===== config.mk =====
export PLATFORM = sky130hd
export DESIGN_NAME = hazard_unit_flat
export DESIGN_NICKNAME = d
export VERILOG_FILES = /design/src/rtl/hazard_unit_if.sv /design/src/rtl/hazard_unit.sv /design/src/flat_wrapper.sv
export SDC_FILE = /design/constraint.sdc
export NUM_CORES = 1
export LEC_CHECK = 0
export BUFFER_PORTS_ARGS = -buffer_cell sky130_fd_sc_hd__buf_2
export CORE_MARGIN = 3
export CORE_UTILIZATION = 47
export CTS_CLUSTER_SIZE = 40
export DETAILED_ROUTE_END_ITERATION = 6
export MAX_ROUTING_LAYER = met4
export PLACE_DENSITY = 0.73
export SETUP_SLACK_MARGIN = 0.5
export SKIP_LAST_GASP = 1
export SYNTH_ARGS = -nofsm -noshare
export SYNTH_HDL_FRONTEND = slang
export SYNTH_SLANG_ARGS = --single-unit

===== constraint.sdc =====
create_clock -name clk -period 1.8 [get_ports clk]
set_input_delay 0.36 -clock clk [delete_from_list [all_inputs] [get_ports clk]]
set_output_delay 0.36 -clock clk [all_outputs]
set_load 0.02 [all_outputs]

===== src/rtl/hazard_unit_if.sv =====
// Hazard-control bundle between the pipeline datapath and the hazard unit.
// The master modport is the pipeline side; the slave modport is the hazard unit.
interface hazard_unit_if #(
    parameter int CNT_W = 16
);
    logic [3:0]       rn_id;
    logic [3:0]       rm_id;
    logic [3:0]       rd_id;
    logic             use_rn;
    logic             use_rm;
    logic             use_rd;
    logic [3:0]       rd_ex;
    logic [3:0]       rd_mem;
    logic [3:0]       rd_wb;
    logic             rf_ex;
    logic             rf_mem;
    logic             rf_wb;
    logic             load_ex;
    logic             branch_taken;
    logic             mem_busy;
    logic             clr_stats;

    logic             nop_sel;
    logic             pc_le;
    logic             ifid_le;
    logic             pipe_le;
    logic             ifid_clr;
    logic [1:0]       fwd_a;
    logic [1:0]       fwd_b;
    logic [1:0]       fwd_c;
    logic [CNT_W-1:0] stall_cnt;
    logic [CNT_W-1:0] flush_cnt;

    modport master (
        output rn_id, rm_id, rd_id, use_rn, use_rm, use_rd,
        output rd_ex, rd_mem, rd_wb, rf_ex, rf_mem, rf_wb,
        output load_ex, branch_taken, mem_busy, clr_stats,
        input  nop_sel, pc_le, ifid_le, pipe_le, ifid_clr,
        input  fwd_a, fwd_b, fwd_c, stall_cnt, flush_cnt
    );

    modport slave (
        input  rn_id, rm_id, rd_id, use_rn, use_rm, use_rd,
        input  rd_ex, rd_mem, rd_wb, rf_ex, rf_mem, rf_wb,
        input  load_ex, branch_taken, mem_busy, clr_stats,
        output nop_sel, pc_le, ifid_le, pipe_le, ifid_clr,
        output fwd_a, fwd_b, fwd_c, stall_cnt, flush_cnt
    );
endinterface


===== src/rtl/hazard_unit.sv =====
// Stall/flush controller and operand-forwarding select for the five-stage pipeline,
// with saturating stall and flush statistics.
module hazard_unit #(
    parameter int FLUSH_CYCLES = 1,
    parameter int CNT_W        = 16
) (
    input  logic         clk,
    input  logic         rst_n,
    hazard_unit_if.slave hif
);

    typedef enum logic {
        RUN,
        FLUSH
    } state_t;

    localparam logic [2:0]       FCNT_INIT = (FLUSH_CYCLES > 1) ? 3'(FLUSH_CYCLES - 2) : 3'd0;
    localparam logic [CNT_W-1:0] CNT_ONE   = {{(CNT_W-1){1'b0}}, 1'b1};

    state_t           state;
    state_t           state_nxt;
    logic [2:0]       fcnt;
    logic [2:0]       fcnt_nxt;
    logic             lu;
    logic             ex_fwd_en;
    logic             stall_evt;
    logic             flush_evt;
    logic [CNT_W-1:0] stall_q;
    logic [CNT_W-1:0] flush_q;

    function automatic logic [1:0] fwd_sel(
        input logic [3:0] src,
        input logic       used,
        input logic       ex_en,
        input logic [3:0] ex_rd,
        input logic       mem_en,
        input logic [3:0] mem_rd,
        input logic       wb_en,
        input logic [3:0] wb_rd
    );
        logic [1:0] sel;
        sel = 2'b00;
        if (used && src != 4'd15) begin
            if (ex_en && ex_rd == src)        sel = 2'b01;
            else if (mem_en && mem_rd == src) sel = 2'b10;
            else if (wb_en && wb_rd == src)   sel = 2'b11;
        end
        return sel;
    endfunction

    // A load result is not available in EX, so EX forwarding is only for ALU results.
    assign ex_fwd_en = hif.rf_ex & ~hif.load_ex;

    assign lu = hif.load_ex & hif.rf_ex & (hif.rd_ex != 4'd15) &
                ((hif.use_rn & (hif.rn_id == hif.rd_ex)) |
                 (hif.use_rm & (hif.rm_id == hif.rd_ex)) |
                 (hif.use_rd & (hif.rd_id == hif.rd_ex)));

    assign hif.fwd_a = rst_n ? fwd_sel(hif.rn_id, hif.use_rn, ex_fwd_en, hif.rd_ex,
                                       hif.rf_mem, hif.rd_mem, hif.rf_wb, hif.rd_wb) : 2'b00;
    assign hif.fwd_b = rst_n ? fwd_sel(hif.rm_id, hif.use_rm, ex_fwd_en, hif.rd_ex,
                                       hif.rf_mem, hif.rd_mem, hif.rf_wb, hif.rd_wb) : 2'b00;
    assign hif.fwd_c = rst_n ? fwd_sel(hif.rd_id, hif.use_rd, ex_fwd_en, hif.rd_ex,
                                       hif.rf_mem, hif.rd_mem, hif.rf_wb, hif.rd_wb) : 2'b00;

    assign hif.stall_cnt = stall_q;
    assign hif.flush_cnt = flush_q;

    always_ff @(posedge clk or negedge rst_n) begin
        if (!rst_n) begin
            state <= RUN;
            fcnt  <= 3'd0;
        end else begin
            state <= state_nxt;
            fcnt  <= fcnt_nxt;
        end
    end

    // FLUSH with fcnt==0 is the last squashed cycle, so the total squash is fcnt+2 cycles.
    always_comb begin
        state_nxt    = state;
        fcnt_nxt     = fcnt;
        hif.nop_sel  = 1'b0;
        hif.ifid_clr = 1'b0;
        hif.pc_le    = 1'b1;
        hif.ifid_le  = 1'b1;
        hif.pipe_le  = 1'b1;
        stall_evt    = 1'b0;
        flush_evt    = 1'b0;

        if (!rst_n) begin
            hif.nop_sel  = 1'b1;
            hif.ifid_clr = 1'b1;
            hif.pc_le    = 1'b0;
            hif.ifid_le  = 1'b0;
        end else if (hif.mem_busy) begin
            hif.pc_le   = 1'b0;
            hif.ifid_le = 1'b0;
            hif.pipe_le = 1'b0;
        end else if (state == FLUSH) begin
            hif.nop_sel  = 1'b1;
            hif.ifid_clr = 1'b1;
            flush_evt    = 1'b1;
            if (fcnt == 3'd0) begin
                state_nxt = RUN;
            end else begin
                fcnt_nxt = fcnt - 3'd1;
            end
        end else if (hif.branch_taken) begin
            hif.nop_sel  = 1'b1;
            hif.ifid_clr = 1'b1;
            flush_evt    = 1'b1;
            if (FLUSH_CYCLES > 1) begin
                state_nxt = FLUSH;
                fcnt_nxt  = FCNT_INIT;
            end
        end else if (lu) begin
            hif.nop_sel = 1'b1;
            hif.pc_le   = 1'b0;
            hif.ifid_le = 1'b0;
            stall_evt   = 1'b1;
        end
    end

    always_ff @(posedge clk or negedge rst_n) begin
        if (!rst_n) begin
            stall_q <= '0;
            flush_q <= '0;
        end else if (hif.clr_stats) begin
            stall_q <= '0;
            flush_q <= '0;
        end else begin
            if (stall_evt && stall_q != '1) stall_q <= stall_q + CNT_ONE;
            if (flush_evt && flush_q != '1) flush_q <= flush_q + CNT_ONE;
        end
    end

endmodule


===== src/flat_wrapper.sv =====
// flat-port wrapper written by rule: the top's interface ports become plain ports
module hazard_unit_flat 
#(
    parameter int FLUSH_CYCLES = 1,
    parameter int CNT_W        = 16
)
  (clk, rst_n, hif_rn_id, hif_rm_id, hif_rd_id, hif_use_rn, hif_use_rm, hif_use_rd, hif_rd_ex, hif_rd_mem, hif_rd_wb, hif_rf_ex, hif_rf_mem, hif_rf_wb, hif_load_ex, hif_branch_taken, hif_mem_busy, hif_clr_stats, hif_nop_sel, hif_pc_le, hif_ifid_le, hif_pipe_le, hif_ifid_clr, hif_fwd_a, hif_fwd_b, hif_fwd_c, hif_stall_cnt, hif_flush_cnt);
  hazard_unit_if #(.CNT_W(CNT_W)) hif_i ();
  input  logic clk;
  input  logic rst_n;
  input wire logic [$bits(hif_i.rn_id)-1:0] hif_rn_id;
  input wire logic [$bits(hif_i.rm_id)-1:0] hif_rm_id;
  input wire logic [$bits(hif_i.rd_id)-1:0] hif_rd_id;
  input wire logic [$bits(hif_i.use_rn)-1:0] hif_use_rn;
  input wire logic [$bits(hif_i.use_rm)-1:0] hif_use_rm;
  input wire logic [$bits(hif_i.use_rd)-1:0] hif_use_rd;
  input wire logic [$bits(hif_i.rd_ex)-1:0] hif_rd_ex;
  input wire logic [$bits(hif_i.rd_mem)-1:0] hif_rd_mem;
  input wire logic [$bits(hif_i.rd_wb)-1:0] hif_rd_wb;
  input wire logic [$bits(hif_i.rf_ex)-1:0] hif_rf_ex;
  input wire logic [$bits(hif_i.rf_mem)-1:0] hif_rf_mem;
  input wire logic [$bits(hif_i.rf_wb)-1:0] hif_rf_wb;
  input wire logic [$bits(hif_i.load_ex)-1:0] hif_load_ex;
  input wire logic [$bits(hif_i.branch_taken)-1:0] hif_branch_taken;
  input wire logic [$bits(hif_i.mem_busy)-1:0] hif_mem_busy;
  input wire logic [$bits(hif_i.clr_stats)-1:0] hif_clr_stats;
  output wire logic [$bits(hif_i.nop_sel)-1:0] hif_nop_sel;
  output wire logic [$bits(hif_i.pc_le)-1:0] hif_pc_le;
  output wire logic [$bits(hif_i.ifid_le)-1:0] hif_ifid_le;
  output wire logic [$bits(hif_i.pipe_le)-1:0] hif_pipe_le;
  output wire logic [$bits(hif_i.ifid_clr)-1:0] hif_ifid_clr;
  output wire logic [$bits(hif_i.fwd_a)-1:0] hif_fwd_a;
  output wire logic [$bits(hif_i.fwd_b)-1:0] hif_fwd_b;
  output wire logic [$bits(hif_i.fwd_c)-1:0] hif_fwd_c;
  output wire logic [$bits(hif_i.stall_cnt)-1:0] hif_stall_cnt;
  output wire logic [$bits(hif_i.flush_cnt)-1:0] hif_flush_cnt;
  assign hif_i.rn_id = hif_rn_id;
  assign hif_i.rm_id = hif_rm_id;
  assign hif_i.rd_id = hif_rd_id;
  assign hif_i.use_rn = hif_use_rn;
  assign hif_i.use_rm = hif_use_rm;
  assign hif_i.use_rd = hif_use_rd;
  assign hif_i.rd_ex = hif_rd_ex;
  assign hif_i.rd_mem = hif_rd_mem;
  assign hif_i.rd_wb = hif_rd_wb;
  assign hif_i.rf_ex = hif_rf_ex;
  assign hif_i.rf_mem = hif_rf_mem;
  assign hif_i.rf_wb = hif_rf_wb;
  assign hif_i.load_ex = hif_load_ex;
  assign hif_i.branch_taken = hif_branch_taken;
  assign hif_i.mem_busy = hif_mem_busy;
  assign hif_i.clr_stats = hif_clr_stats;
  assign hif_nop_sel = hif_i.nop_sel;
  assign hif_pc_le = hif_i.pc_le;
  assign hif_ifid_le = hif_i.ifid_le;
  assign hif_pipe_le = hif_i.pipe_le;
  assign hif_ifid_clr = hif_i.ifid_clr;
  assign hif_fwd_a = hif_i.fwd_a;
  assign hif_fwd_b = hif_i.fwd_b;
  assign hif_fwd_c = hif_i.fwd_c;
  assign hif_stall_cnt = hif_i.stall_cnt;
  assign hif_flush_cnt = hif_i.flush_cnt;
  hazard_unit #(.FLUSH_CYCLES(FLUSH_CYCLES), .CNT_W(CNT_W)) u_core (.clk(clk), .rst_n(rst_n), .hif(hif_i));
endmodule

==> results of run 1 <==
-- timing repair --
item,in CTS
pin swaps,40
resized for setup,134
gates cloned,2
buffers inserted,25
setup endpoints to repair,60
-- cell usage after synthesis (2+ instances only) --
master	number
a21oi_1	16
and3_1	3
and4_1	2
clkbuf_1	5
dfrtp_1	36
ha_1	4
inv_1	8
mux2_4	2
mux2i_1	3
nand2_1	14
nand2b_1	2
nand3_1	17
nand4_1	10
nor2_1	29
nor2b_1	11
nor3_1	12
nor3b_1	2
nor4_1	6
nor4_2	2
o21ai_0	4
o21ai_1	2
o31ai_1	8
or2_2	2
or3_1	4
or4_1	7
or4_2	2
xnor2_1	14
xor2_1	37
-- kinds of logic after synthesis --
kind of cell               after synthesis  synth area share, %
and+or+nand+nor                        130                 28.6
xor gates and xnor gates                51                 17.5
AOI/OAI and AO/OA                       38                 10.1
DFF                                     36                 35.3
buffers and inverters                   17                 3.77
muxes                                    6                 2.79
adders and majority gates                4                 1.96
-- through the flow --
stage	utilization, %	TNS [ns]	hold slack [ns]	instances
after detailed placement	68.0	-6.81	0.337	470
after floorplan	-	-1.07	0.0644	282
after CTS	84.9	-1.39	0.0107	505
after global placement	68.0	-5.86	0.339	470
-- metal layers --
layer	GRT usage, %	overflow
met3	64.0	1
met1	78.4	0
met2	110	212
met4	94.8	83
met5	-	-
==> reports/results.txt, run 1 <==
initial antenna violation count: 1
CTS Buffer Depth: 2
initial cell density of the core: 49.4%
Failed at: global routing
dpl cell area: 3520 sq um
synth top area cells: dfrtp_1, xor2_1, xnor2_1
CTS Hold Bufs: 0
post-synthesis sequential area ratio: 35.3%
clock buffer count from CTS: 5
H-tree levels: 2
I/O Pins: 79
Die H: 79.7 microns
Root Buffer: clkbuf_8
post-synthesis register bit count: 36
top cell type's share of synthesized area: 35.3%
Mean Syn Cell Area: 9.06 sq um
Net Count, Synth: 322
worst_ep kind: top-level output
Yosys warning count: 0
Global Route Usage Sum: 86.8%
stop err: [ERROR GRT-0232] Routing congestion too high. Check the congestion heatmap in the GUI.
Syn Inst Count: 282
Die X: 79.7 microns
Post-DP HPWL: 5730 microns
clock sink count: 36
cell taking the most area after synthesis: dfrtp_1
Synth Cell Area: 2550 sq um
row count: 26
largest net degree at the start of global routing: 26
number of flops mapped to enable cells by yosys: 0
status: did not finish
pre-CTS setup slack: -0.401 ns
Unique masters post-synth: 46
Remaining Overflow, GRT: 296
GR repair worst EP: hif_ifid_le
Post-synth ARST share: 100%
gpl congestion: 0.922
port buffer count: 78
Top FF cell, synth: dfrtp_1
==> run 2, diff against run 1 <==
CORE_UTILIZATION = 40   (was 47)
CTS_CLUSTER_SIZE = not set   (was 40)
MAX_ROUTING_LAYER = not set   (was met4)
PLACE_DENSITY = not set   (was 0.73)
PLACE_DENSITY_LB_ADDON = 0.15   (was not set)
SETUP_SLACK_MARGIN = not set   (was 0.5)
clock period = 2.35 ns   (was 1.8 ns; I/O delays follow)
==> reports/results.txt, run 2 <==
status: finished, final reports clean
share of cells above drive strength 1: 33.0%
Initial DRC Count: 103
top cell type's share of synthesized area: 35.3% (unchanged)
top cells by count, synth: xor2_1, dfrtp_1, nor2_1, nand3_1, a21oi_1
port buffer count: 78 (unchanged)
Yosys warning count: 0 (unchanged)
most instantiated library cell after synthesis: xor2_1
Post-synth ARST share: 100% (unchanged)
Pins Over Slew Limit: 0
cell taking the most area after synthesis: dfrtp_1
initial cell density of the core: 42.2% (-7.2 points)
Crit path arrival time: 1.80 ns
pre-CTS setup slack: -0.0461 ns (+0.355 ns)
ant diodes: 0
Top FF cell, synth: dfrtp_1
Post-DP HPWL: 5190 microns (-9.3%)
Leak: 1.52 nW
Max Clk Rate: 0.440 GHz
crit path time final: 2.27 ns
Crit. End Element: output pin
Vias/cell: 5.28
Comb pwr share: 15.4%
Die Area: 7380 sq um
clock insertion delay at the later pin of the skew report: 0.29 ns
pwr dens: 421 nW/um^2
relative slew slack: 56.3%
Post-route DRC: 0
placed cell count: 443 (-5.7%)
Critical Path Fanout Max: 4
Net Count, Synth: 322 (unchanged)
Hold WS: 0.123 ns
Pwr Total: 1.38 mW
sw frac: 25.7%
post-synthesis sequential area ratio: 35.3% (unchanged)
number of flops mapped to enable cells by yosys: 0 (unchanged)
final hold viol count: 0
Clock power frac: 39.4%
final setup vio count: 0
P_sw: 0.353 mW
largest net degree at the start of global routing: 37
FILL cells: 585
Die X: 85.9 microns (+7.8%)
antenna viol nets, final: 0
post-route design area: 3270 sq um
I/O Pins: 79 (unchanged)
Nets: 415
CTS tree: done
total number of vias: 2381
Remaining Overflow, GRT: 0
clock sink count: 36 (unchanged)
Setup CP Type: in -> out
Flop pwr share: 45.2%
Global Route Usage Sum: 18.5%
reg2reg start: u_core.hif.stall_cnt[4]
Worst setup startpoint: hif_rd_ex[0]
Int Power: 1.02 mW
Final Util: 53.9%
post-synthesis register bit count: 36 (unchanged)
unrepaired setup endpoints after global routing: false
final worst slack: 0.0769 ns
Worst Max-Slew Pin Slew: 0.655 ns
commonest non-fill, non-tap cell in the layout: buf_2
max cap viols: 0
core outline area: 6060 sq um
Root Buffer: clkbuf_8
gpl congestion: 0.939 (+1.9%)
drt pass-1 iters: 4
crit path launch type: primary input
min-delay worst type: in -> async
Worst-path clk slew: 0.08 ns
Syn Inst Count: 282 (unchanged)
initial antenna violation count: 0
H-tree levels: 2 (unchanged)
wire length per cell: 14.7 microns
dpl cell area: 3100 sq um (-12%)
synth top area cells: dfrtp_1, xor2_1, xnor2_1
Area Growth Syn to Fin: 27.9%
CTS Buffer Depth: 2 (unchanged)
first-pass GRT wire length: 11100 microns
Die H: 85.9 microns (+7.8%)
Synth Cell Area: 2550 sq um (unchanged)
WP data required: 1.88 ns
final wirelength: 6610 microns
number of global-route vias before repair: 2356
clock buffer count from CTS: 5 (unchanged)
row count: 28 (+7.7%)
post-route insts no fill: 451
clock skew: 0.00750 ns
Unique masters post-synth: 46 (unchanged)
final worst-path cycle share: 96.7%
Mean Syn Cell Area: 9.06 sq um (unchanged)
most frequent cells in the layout: buf_2, dfrtp_1, xor2_1
setup TNS: 0 ns
VDD IR-drop max: 237 uV
run 2: cell counts after synthesis:
Identical to the previous run, type by type.
run 2: worst max-delay path: stages:
cell and delay, ns:
clkbuf_4 0.15, nand4_1 0.13, and3_4 0.18, a32o_2 0.28
or2_4 0.26, a21oi_2 0.15, buf_2 0.18
run 2: logic make-up (layout without fill, tap and decap cells):
kind of cell	count (synthesis)	after routing	share of synthesized area, %
mux	6	6	2.79
xor+xnor	51	51	17.5
fa+ha+maj	4	4	1.96
buf+inv	17	111	3.77
flops	36	36	35.3
simple gates	130	130	28.6
compound gates	38	38	10.1
run 2: what timing repair did:
| item | 4_1_cts | 5_1_grt |
|---|---|---|
| cloned | 0 | 0 |
| pin swaps | 0 | 3 |
| hold buffers | 0 | 0 |
| resized for setup | 0 | 12 |
| buffers inserted | 0 | 0 |
| setup endpoints to repair | 1 | 5 |
run 2: worst paths after layout:
kind	endpoint	slack (ns)	cells after the start
setup / recovery	hif_pc_le	0.08	7
hold / removal	u_core.hif.stall_cnt[10]	0.12	2
setup reg to reg	u_core.hif.stall_cnt[13]	0.22	7
hold reg to reg	u_core.fcnt[2]	0.52	2
max in group asynchronous	u_core.hif.flush_cnt[10]	1.95	2
min in group clk	u_core.fcnt[2]	0.52	2
run 2: final cells by class:
cell class | count | area (sq um) | area share, %
clock buffer | 6 | 72.6 | 2.22
inverter | 8 | 30.0 | 0.919
sequential | 36 | 901 | 27.6
clock inverter | 2 | 35.0 | 1.07
timing repair buffer | 95 | 531 | 16.2
multi-input combinational | 229 | 1600 | 49.1
tap | 75 | 93.8 | 2.87
run 2: layer usage:
metal / vias up / global-route usage, % / share of wire (%)
li1: 1193 / - / -
met1: 1120 / 25.4 / 46
met2: 59 / 29.4 / 47
met3: 9 / 3.94 / 5.0
met4: 0 / 5.47 / 1.4
met5: - / 0 / 0
run 2: power by group through the flow:
stage,Combinational [mW],Clock (mW),Sequential [mW]
5_1_grt,0.233,0.580,0.622
6_report,0.212,0.542,0.622
4_1_cts,0.202,0.551,0.622
3_3_place_gp,0.199,0,0.634
3_5_place_dp,0.202,0,0.634
2_1_floorplan,0.0948,0,0.636
(Power assumes the default switching activity.)
==> run 3, diff against run 2 <==
CORE_ASPECT_RATIO = 1.2   (was not set)
CTS_BUF_LIST = sky130_fd_sc_hd__clkbuf_8   (was not set)
SKIP_LAST_GASP = not set   (was 1)
==> reports/results.txt, run 3 (synthesized netlist as in run 2, its figures left out) <==
min-delay worst type: in -> async
pre-CTS setup slack: -0.0843 ns (-0.0382 ns)
H-tree levels: 2 (unchanged)
CTS tree: done
Worst-path clk slew: 0.08 ns (about the same)
Leak: 1.53 nW (+0.80%)
initial antenna violation count: 0 (unchanged)
CP cell instances: buf_2 > buf_4 > xor2_1 > nor4_1 > nor2b_1 > nor3_1 > buf_2
Global Route Usage Sum: 18.1% (-0.47 points)
antenna viol nets, final: 0 (unchanged)
FILL cells: 595 (+1.7%)
Crit. End Element: output pin
VDD IR-drop max: 272 uV (+15%)
clock skew: 0.00628 ns (-0.00122 ns)
final worst-path cycle share: 97.8% (+1.1 points)
most frequent CP cell: buf_2
Root Buffer: clkbuf_8
wire length per cell: 14.1 microns (-3.7%)
port buffer count: 78 (unchanged)
clock sink count: 36 (unchanged)
core outline area: 6130 sq um (+1.1%)
gpl congestion: 0.921 (-2.0%)
CP peak stage delay: 0.50 ns (+0.22 ns)
Critical Path Fanout Max: 3 (-1)
drt pass-1 iters: 6 (+2)
Max Clk Rate: 0.435 GHz (-1.1%)
final worst slack: 0.0519 ns (-0.0250 ns)
unrepaired setup endpoints after global routing: false
Area Growth Syn to Fin: 28.4%
Post-route DRC: 0 (unchanged)
relative slew slack: 56.9% (+0.55 points)
Pwr Total: 1.30 mW (-5.8%)
Final Util: 53.5% (-0.39 points)
Die X: 79.0 microns (-8.1%)
Die Area: 7390 sq um (about the same)
total number of vias: 2454 (+3.1%)
final hold viol count: 0 (unchanged)
clock insertion delay at the later pin of the skew report: 0.29 ns (about the same)
most frequent cells in the layout: buf_2, xor2_1, dfrtp_1
pwr dens: 395 nW/um^2 (-6.2%)
Worst Max-Slew Pin Slew: 0.647 ns (-0.00823 ns)
Setup CP Type: in -> out
placed cell count: 455 (+2.7%)
Hold WS: 0.140 ns (+0.0169 ns)
CP delay by family, top: simple AND/OR/NAND/NOR gates
share of cells above drive strength 1: 33.0% (about the same)
row count: 31 (+11%)
number of global-route vias before repair: 2376 (+0.85%)
CTS Buffer Depth: 2 (unchanged)
Remaining Overflow, GRT: 0 (unchanged)
Crit-path slowest cell: nor4_1
clock buffer count from CTS: 5 (unchanged)
commonest non-fill, non-tap cell in the layout: buf_2
first-pass GRT wire length: 10800 microns (-2.1%)
Post-DP HPWL: 5070 microns (-2.4%)
crit path launch type: primary input
final wirelength: 6550 microns (-0.92%)
Initial DRC Count: 82 (-20%)
I/O Pins: 79 (unchanged)
WP data required: 1.88 ns (about the same)
crit path buf inv count: 3 (+1)
status: finished, final reports clean
Crit path arrival time: 1.83 ns (+0.03 ns)
Vias/cell: 5.29 (+0.18%)
ant diodes: 0 (unchanged)
max cap viols: 0 (unchanged)
crit path time final: 2.30 ns (+0.0250 ns)
Nets: 421 (+1.4%)
largest net degree at the start of global routing: 37 (unchanged)
initial cell density of the core: 41.7% (-0.46 points)
Post-CTS Setup Bufs: 0 (unchanged)
Pins Over Slew Limit: 0 (unchanged)
post-route insts no fill: 464 (+2.9%)
final setup vio count: 0 (unchanged)
Die H: 93.6 microns (+8.9%)
==> run 3: cell count changes in the layout (fill, tap and decap cells not counted), moves of 3 or more <==
cell      previous run  this run
buf_2               73        76
buf_4               19        24
xor2_1              34        37
clkbuf_4             3         0
xor2_2               3         0
==> run 3: final cells by class <==
class,instances,area (sq um),area share (%)
clock buffers,6,82.6,2.52
clock inverters,2,11.3,0.343
multi-input cells,229,1580,48.2
flip-flops and latches,36,901,27.5
repair buffers,101,571,17.4
inverters,8,30.0,0.916
well taps,82,103,3.13
==> run 3: per-layer routing <==
layer  share of wire [%]  wire length, microns  GRT usage (%)
met1                  46                  3030           24.4
met2                  47                  3060           29.2
met3                 5.4                   351           3.56
met4                 1.7                   110           5.30
met5                   0                     0              0
==> run 3: per-stage QoR <==
step                      instance area [sq um]  setup TNS, ns
after floorplan                            2560              0
after global placement                     3150        -0.0299
after detailed placement                   3150         -0.365
after CTS                                  3260              0
after global routing                       3280              0
final                                      3280              0
==> run 3: final timing paths <==
| kind | start | endpoint | slack [ns] | cells past startpoint |
|---|---|---|---|---|
| worst min-delay path | rst_n | u_core.fcnt[0] | 0.14 | 2 |
| max in group asynchronous | rst_n | u_core.hif.flush_cnt[2] | 1.71 | 2 |
| worst max-delay path | hif_rm_id[3] | hif_fwd_b[1] | 0.05 | 7 |
| worst min register to register | u_core.fcnt[2] | u_core.fcnt[2] | 0.53 | 2 |
| worst max register to register | u_core.hif.stall_cnt[5] | u_core.hif.stall_cnt[2] | 0.24 | 7 |
| min in group clk | u_core.fcnt[2] | u_core.fcnt[2] | 0.53 | 2 |
==> run 3: worst register-to-register path, delay by kind of cell (launching register included) <==
family          cells  cell delay, ns
flops               1            0.43
simple gates        3            0.42
buf+inv             1            0.23
mux                 1            0.29
compound gates      2            0.62
==> run 3: what timing repair did <==
item	4_1_cts	5_1_grt
hold buffers	1	0
endpoints found under the setup margin	3	5
pin swaps	1	0
gates resized for setup	3	3
endpoints found under the hold margin	1	0
==> run 3: power breakdown <==
part	total, mW	switching (mW)	internal [mW]
logic	0.214	0.124	0.0902
clock network	0.460	0.226	0.234
registers	0.622	0.00164	0.620
